--- config.mk ---
export PLATFORM = sky130hd
export DESIGN_NAME = mac_dot_pipe
export DESIGN_NICKNAME = d
export VERILOG_FILES = /design/src/rtl/mac_dot_pipe.sv
export SDC_FILE = /design/constraint.sdc
export NUM_CORES = 2
export LEC_CHECK = 0
export CORE_ASPECT_RATIO = 1.2
export CORE_MARGIN = 2
export CORE_UTILIZATION = 35
export DETAILED_ROUTE_END_ITERATION = 8
export PLACE_DENSITY = 0.49
export SYNTH_ARGS = -nofsm -noshare
export SYNTH_HDL_FRONTEND = slang
export SYNTH_SLANG_ARGS = --single-unit
--- constraint.sdc ---
create_clock -name clk -period 8.39 [get_ports clk]
set_input_delay 1.2585 -clock clk [delete_from_list [all_inputs] [get_ports clk]]
set_output_delay 1.2585 -clock clk [all_outputs]
set_load 0.03 [all_outputs]
--- src/rtl/mac_dot_pipe.sv ---
// mac_dot_pipe: two-stage pipelined multiply-accumulate over windows of LEN
// samples. Stage 1 registers the product, stage 2 accumulates it, and the
// last sample of each window produces a one-cycle result strobe.
//
// Input qualification: a/b are consumed on every rising edge where in_valid
// is 1. There is no backpressure, so the unit accepts one sample per clock.
// out_valid is a one-cycle strobe. result/overflow hold their values until
// the next strobe.
module mac_dot_pipe #(
    parameter int WIDTH     = 32,
    parameter int ACC_WIDTH = 64,
    parameter int LEN       = 4,
    parameter bit SIGNED    = 1'b0,
    parameter bit SATURATE  = 1'b1
) (
    input  logic                         clk,
    input  logic                         rst_n,
    input  logic                         in_valid,
    input  logic                         clear,
    input  logic [WIDTH-1:0]             a,
    input  logic [WIDTH-1:0]             b,
    output logic [ACC_WIDTH-1:0]         acc_out,
    output logic [ACC_WIDTH-1:0]         result,
    output logic                         out_valid,
    output logic                         overflow,
    output logic [$clog2(LEN+1)-1:0]     sample_cnt
);

    localparam int PW = 2 * WIDTH;
    localparam int CW = $clog2(LEN + 1);
    localparam logic [CW-1:0] LAST_IDX = CW'(LEN - 1);

    // Stage-1 registers
    logic [PW-1:0]        prod_q;
    logic                 v1_q, first1_q, last1_q;
    logic [CW-1:0]        cnt_q, cnt_d, cnt_eff;
    logic                 first_d, last_d;
    logic [PW-1:0]        prod_d;

    // Stage-2 registers
    logic [ACC_WIDTH-1:0] acc_q, result_q;
    logic                 ovf_q, overflow_q, out_valid_q;

    // Stage-2 combinational datapath
    logic [ACC_WIDTH-1:0] ext_prod, base, sum_raw, sum_sat, sum;
    logic [ACC_WIDTH:0]   sum_full;
    logic                 ovf_now, ovf_win;

    // Product at full 2*WIDTH precision. For signed mode the operands are
    // sign-extended first. The low 2*WIDTH bits of that product equal the
    // two's-complement product.
    always_comb begin
        if (SIGNED)
            prod_d = {{WIDTH{a[WIDTH-1]}}, a} * {{WIDTH{b[WIDTH-1]}}, b};
        else
            prod_d = {{WIDTH{1'b0}}, a} * {{WIDTH{1'b0}}, b};
    end

    // Sample index: a clear restarts the window, so a sample that arrives
    // together with the clear becomes index 0 of the new window.
    always_comb begin
        cnt_eff = clear ? '0 : cnt_q;
        first_d = (cnt_eff == '0);
        last_d  = (cnt_eff == LAST_IDX);
        if (in_valid)
            cnt_d = last_d ? '0 : cnt_eff + CW'(1);
        else
            cnt_d = cnt_eff;
    end

    // Widen the product to the accumulator width.
    generate
        if (ACC_WIDTH > PW) begin : g_ext
            assign ext_prod = SIGNED ? {{(ACC_WIDTH-PW){prod_q[PW-1]}}, prod_q}
                                     : {{(ACC_WIDTH-PW){1'b0}}, prod_q};
        end else begin : g_noext
            assign ext_prod = prod_q;
        end
    endgenerate

    // Accumulate, detect overflow, and optionally clamp.
    always_comb begin
        base     = first1_q ? '0 : acc_q;
        sum_full = {1'b0, base} + {1'b0, ext_prod};
        sum_raw  = sum_full[ACC_WIDTH-1:0];
        if (SIGNED)
            ovf_now = (base[ACC_WIDTH-1] == ext_prod[ACC_WIDTH-1]) &&
                      (sum_raw[ACC_WIDTH-1] != base[ACC_WIDTH-1]);
        else
            ovf_now = sum_full[ACC_WIDTH];
        // The clamp direction follows the sign shared by both operands.
        if (!SIGNED)
            sum_sat = '1;
        else if (base[ACC_WIDTH-1])
            sum_sat = {1'b1, {(ACC_WIDTH-1){1'b0}}};
        else
            sum_sat = {1'b0, {(ACC_WIDTH-1){1'b1}}};
        sum     = (SATURATE && ovf_now) ? sum_sat : sum_raw;
        // The sticky flag restarts at the first sample of each window.
        ovf_win = (first1_q ? 1'b0 : ovf_q) | ovf_now;
    end

    // Stage 1: capture the product and window position of each accepted sample.
    always_ff @(posedge clk or negedge rst_n) begin
        if (!rst_n) begin
            prod_q   <= '0;
            v1_q     <= 1'b0;
            first1_q <= 1'b0;
            last1_q  <= 1'b0;
            cnt_q    <= '0;
        end else begin
            v1_q  <= in_valid;
            cnt_q <= cnt_d;
            if (in_valid) begin
                prod_q   <= prod_d;
                first1_q <= first_d;
                last1_q  <= last_d;
            end
        end
    end

    // Stage 2: accumulate and publish the window result. A clear drops the
    // product currently in stage 1.
    always_ff @(posedge clk or negedge rst_n) begin
        if (!rst_n) begin
            acc_q       <= '0;
            ovf_q       <= 1'b0;
            result_q    <= '0;
            overflow_q  <= 1'b0;
            out_valid_q <= 1'b0;
        end else begin
            out_valid_q <= 1'b0;
            if (clear) begin
                acc_q <= '0;
                ovf_q <= 1'b0;
            end else if (v1_q) begin
                acc_q <= sum;
                ovf_q <= ovf_win;
                if (last1_q) begin
                    result_q    <= sum;
                    overflow_q  <= ovf_win;
                    out_valid_q <= 1'b1;
                end
            end
        end
    end

    assign acc_out    = acc_q;
    assign result     = result_q;
    assign overflow   = overflow_q;
    assign out_valid  = out_valid_q;
    assign sample_cnt = cnt_q;

endmodule

==> load_flow_metrics.sql <==
INSERT INTO impl_metrics (metric_group, metric, value, unit) VALUES
('job', 'timing.max_cap.violations', '0', ''),
('logic_synthesis', 'sequential_cell_area_fraction_in_the_yosys_report', '0.1112', ''),
('critical_path', 'cp-endpoint', 'ext_prod[59]', ''),
('floorplan', 'area_inside_the_core_boundary', '128300', 'sq um'),
('min_path', 'worstHoldPathCells', '2', ''),
('logic_synthesis', 'post_synth.cell_area_avg', '8.987', 'sq um'),
('floorplan', 'floorplan.io_pins', '201', ''),
('sta', 'maxClockFrequency', '120.0', 'MHz'),
('sta', 'timing.final.setup_violations', '0', ''),
('clocking', 'cts.reportedPaths.clkPinSlew', '0.07', 'ns'),
('critical_path', 'slowest_stage', 'sky130_fd_sc_hd__fa_2', ''),
('clocking', 'cts-buffers-inserted', '19', ''),
('sta', 'slew-limit-headroom', '0.4295', ''),
('global_route', 'global_route.overflow_total', '0', ''),
('global_route', 'gr-usage-all-layers', '0.2055', ''),
('drt', 'route.detailed.vias_per_inst', '4.844', ''),
('floorplan', 'die_height', '397.8', 'microns'),
('drt', 'detailedRoute.firstIterationViolations', '1580', ''),
('logic_synthesis', 'yosysUniqueCellTypes', '76', ''),
('cells_and_area', 'layout.nets', '6724', ''),
('cells_and_area', 'postLayoutCellArea', '54440', 'sq um'),
('global_route', 'grt_max_degree', '85', ''),
('global_route', 'vias_in_the_first_global_route', '37867', ''),
('sta', 'finalCritPeriodShare', '0.9933', ''),
('critical_path', 'worstSetupStartpointType', 'input port', ''),
('cells_and_area', 'area.sequential', '5035', 'sq um'),
('floorplan', 'die_area', '132200', 'sq um'),
('sta', 'hold_viol_final', '0', ''),
('drt', 'drt_pass1_iterations', '5', ''),
('clocking', 'cts-root-buf', 'sky130_fd_sc_hd__clkbuf_16', ''),
('sta', 'rsz0062_at_grt', 'true', ''),
('floorplan', 'dieWidth', '332.2', 'microns'),
('cells_and_area', 'syn_to_final_growth', '20.34', '%'),
('logic_synthesis', 'synthCells', '5034', ''),
('logic_synthesis', 'synth_edf_count', '0', ''),
('critical_path', 'critPathMaxStageDelay', '0.58', 'ns'),
('logic_synthesis', 'share_of_synthesized_registers_carrying_an_async_set_or_reset', '1.000', ''),
('placement', 'pre_cts_slack', '-0.8867', 'ns'),
('logic_synthesis', 'yosysWarningCount', '0', ''),
('logic_synthesis', 'synth_fp_nets', '6328', ''),
('clocking', 'cts.path.max_buffers', '3', ''),
('critical_path', 'reg_to_reg_end', 'acc_out[22]', ''),
('clocking', 'hold_fix_buffers_cts', '0', ''),
('critical_path', 'r2r_setup_slack', '3.19', 'ns'),
('critical_path', 'critical-path-top-cell-by-count', 'sky130_fd_sc_hd__fa_1', ''),
('critical_path', 'setup.worst_path.start', 'a[16]', ''),
('drt', 'wire_length_per_cell', '19.07', 'microns'),
('sta', 'post-route-worst-setup-slack', '0.05594', 'ns'),
('logic_synthesis', 'synth_seq_cells', '201', ''),
('placement', 'hpwlAfterDp', '111400', 'microns'),
('sta', 'worst_clock_skew', '0.01328', 'ns'),
('critical_path', 'worst_ep_required_time', '8.79', 'ns'),
('critical_path', 'endpoint_kind_of_the_worst_setup_timing_path', 'register', ''),
('critical_path', 'regToRegStartpoint', 'first1_q', ''),
('min_path', 'hp-class', 'reg -> reg', ''),
('critical_path', 'critical_path_class', 'in -> reg', ''),
('clocking', 'cts-htree-levels', '1', ''),
('run_status', 'run_status', 'finished, final reports clean', ''),
('drt', 'post-route-drc-count', '0', ''),
('cells_and_area', 'insertedDiodeCount', '0', ''),
('clocking', 'tritoncts_num_sinks', '201', ''),
('drt', 'postRouteAntennaNets', '0', ''),
('drt', 'routed_wirelength', '135800', 'microns'),
('critical_path', 'worst_ep_arrival_time', '8.73', 'ns'),
('clocking', 'clock_latency_of_the_later_clocked_register_in_the_worst_skew_pair', '0.52', 'ns'),
('critical_path', 'reg2reg_depth', '15', ''),
('sta', 'period_minus_ws_final', '8.334', 'ns'),
('critical_path', 'cp_max_fo', '7', ''),
('floorplan', 'initial_utilization', '0.3527', ''),
('logic_synthesis', 'syn-cell-area', '45240', 'sq um'),
('cells_and_area', 'multiInputGateArea', '36250', 'sq um');
## sequential cells by signal, summed over array words and instances (netlist names)
register	flops
ext_prod	64
result	64
sample_cnt	3
last1_q	1
first1_q	1
acc_out	64
out_valid	1
ovf_q	1
v1_q	1
overflow	1
## critical path, delay by kind of cell
kind                       cells  cell delay [ns]
buffers and inverters          8             1.07
AOI/OAI and AO/OA              6             1.23
adders and majority gates      9             4.46
and+or+nand+nor                3             0.36
xor gates and xnor gates       1             0.09
muxes                          1             0.27
## worst min path at each step
stage	end	slack, ns	from
3_5_place_dp	result[13]	0.47	result[13]
2_1_floorplan	last1_q	0.46	last1_q
6_report	result[13]	0.48	result[13]
4_1_cts	result[13]	0.49	result[13]
5_1_grt	result[13]	0.52	result[13]
3_3_place_gp	result[37]	0.47	result[37]
## cell usage after synthesis, types with 9 or more instances
cell | n | share of area
sky130_fd_sc_hd__a211oi_1 | 66 | 0.011
sky130_fd_sc_hd__a21o_1 | 59 | 0.0098
sky130_fd_sc_hd__a21oi_1 | 181 | 0.020
sky130_fd_sc_hd__a31oi_1 | 16 | 0.0022
sky130_fd_sc_hd__and2_1 | 587 | 0.081
sky130_fd_sc_hd__and3_1 | 10 | 0.0014
sky130_fd_sc_hd__buf_2 | 13 | 0.0014
sky130_fd_sc_hd__clkbuf_1 | 281 | 0.023
sky130_fd_sc_hd__dfrtp_1 | 201 | 0.11
sky130_fd_sc_hd__fa_1 | 897 | 0.40
sky130_fd_sc_hd__ha_1 | 329 | 0.091
sky130_fd_sc_hd__inv_1 | 939 | 0.078
sky130_fd_sc_hd__mux2_2 | 50 | 0.012
sky130_fd_sc_hd__nand2_1 | 604 | 0.050
sky130_fd_sc_hd__nand2b_1 | 13 | 0.0018
sky130_fd_sc_hd__nand3_1 | 27 | 0.0030
sky130_fd_sc_hd__nand4_1 | 39 | 0.0054
sky130_fd_sc_hd__nor2_1 | 196 | 0.016
sky130_fd_sc_hd__nor2b_1 | 76 | 0.011
sky130_fd_sc_hd__nor3_1 | 26 | 0.0029
sky130_fd_sc_hd__o211ai_1 | 9 | 0.0015
sky130_fd_sc_hd__o21a_1 | 10 | 0.0017
sky130_fd_sc_hd__o21ai_0 | 96 | 0.011
sky130_fd_sc_hd__o21ai_1 | 43 | 0.0048
sky130_fd_sc_hd__o21bai_1 | 37 | 0.0061
sky130_fd_sc_hd__xnor2_1 | 79 | 0.015
sky130_fd_sc_hd__xor2_1 | 39 | 0.0076
## routing by layer
layer / GRT usage / share of wire
met2: 0.3533 / 0.49
met1: 0.2803 / 0.45
met5: 0 / 0.00030
met3: 0.02386 / 0.040
met4: 0.03961 / 0.020
## cell type report
cell class,count,area share
multi-input cells,3596,0.6658
inverters,941,0.06488
repair buffers,671,0.1274
clock inverters,8,0.001057
well taps,1679,0.03859
clock buffers,24,0.009813
flip-flops and latches,201,0.09248
## what timing repair did
action | CTS | global route
setup endpoints to repair | 21 | 27
resized for setup | 86 | 206
buffers inserted | 21 | 46
gates cloned | 3 | 11
pin swaps | 33 | 123
## metrics by stage
step	cells	setup TNS, ns	utilization	hold slack (ns)
after floorplan	5034	0	-	0.4551
after global placement	7011	-19.91	0.4055	0.4657
after detailed placement	7011	-19.65	0.4055	0.4734
after CTS	7067	-0.04014	0.4146	0.4881
after global routing	7120	-1.087	0.4244	0.5202
final	7120	0	0.4244	0.4797
## kinds of logic (layout without fill, tap and decap cells)
group / count (synthesis) / in the layout / share of synthesized area
XOR/XNOR: 118 / 118 / 0.02284
AND/OR/NAND/NOR: 1601 / 1601 / 0.1763
buffers and inverters: 1237 / 1644 / 0.1030
flip-flops: 201 / 201 / 0.1112
multiplexers: 52 / 52 / 0.01300
adder cells (fa/ha/maj): 1226 / 1226 / 0.4879
AO/OA/AOI/OAI: 599 / 599 / 0.08579
## placed cells by master, fill, tap and decap left out, types with 10 or more instances in the layout
master                            instances
sky130_fd_sc_hd__a211oi_1                66
sky130_fd_sc_hd__a21o_1                  59
sky130_fd_sc_hd__a21oi_1                156
sky130_fd_sc_hd__a21oi_2                 22
sky130_fd_sc_hd__a31oi_1                 16
sky130_fd_sc_hd__and2_1                 577
sky130_fd_sc_hd__and2_4                  10
sky130_fd_sc_hd__and3_1                  10
sky130_fd_sc_hd__buf_12                  79
sky130_fd_sc_hd__buf_4                  350
sky130_fd_sc_hd__buf_6                   25
sky130_fd_sc_hd__clkbuf_16               30
sky130_fd_sc_hd__clkdlybuf4s50_1        145
sky130_fd_sc_hd__dfrtp_1                199
sky130_fd_sc_hd__dlymetal6s2s_1          35
sky130_fd_sc_hd__fa_1                   856
sky130_fd_sc_hd__fa_2                    41
sky130_fd_sc_hd__ha_1                   312
sky130_fd_sc_hd__ha_4                    15
sky130_fd_sc_hd__inv_1                  922
sky130_fd_sc_hd__inv_2                   17
sky130_fd_sc_hd__mux2_2                  50
sky130_fd_sc_hd__nand2_1                601
sky130_fd_sc_hd__nand2b_1                12
sky130_fd_sc_hd__nand3_1                 23
sky130_fd_sc_hd__nand4_1                 39
sky130_fd_sc_hd__nor2_1                 192
sky130_fd_sc_hd__nor2b_1                 76
sky130_fd_sc_hd__nor3_1                  21
sky130_fd_sc_hd__o21a_1                  10
sky130_fd_sc_hd__o21ai_0                 88
sky130_fd_sc_hd__o21ai_1                 45
sky130_fd_sc_hd__o21bai_1                36
sky130_fd_sc_hd__xnor2_1                 77
sky130_fd_sc_hd__xor2_1                  39
Power is not shown: default switching activity piles up to over one toggle a cycle in this logic, so the estimate is an artifact.
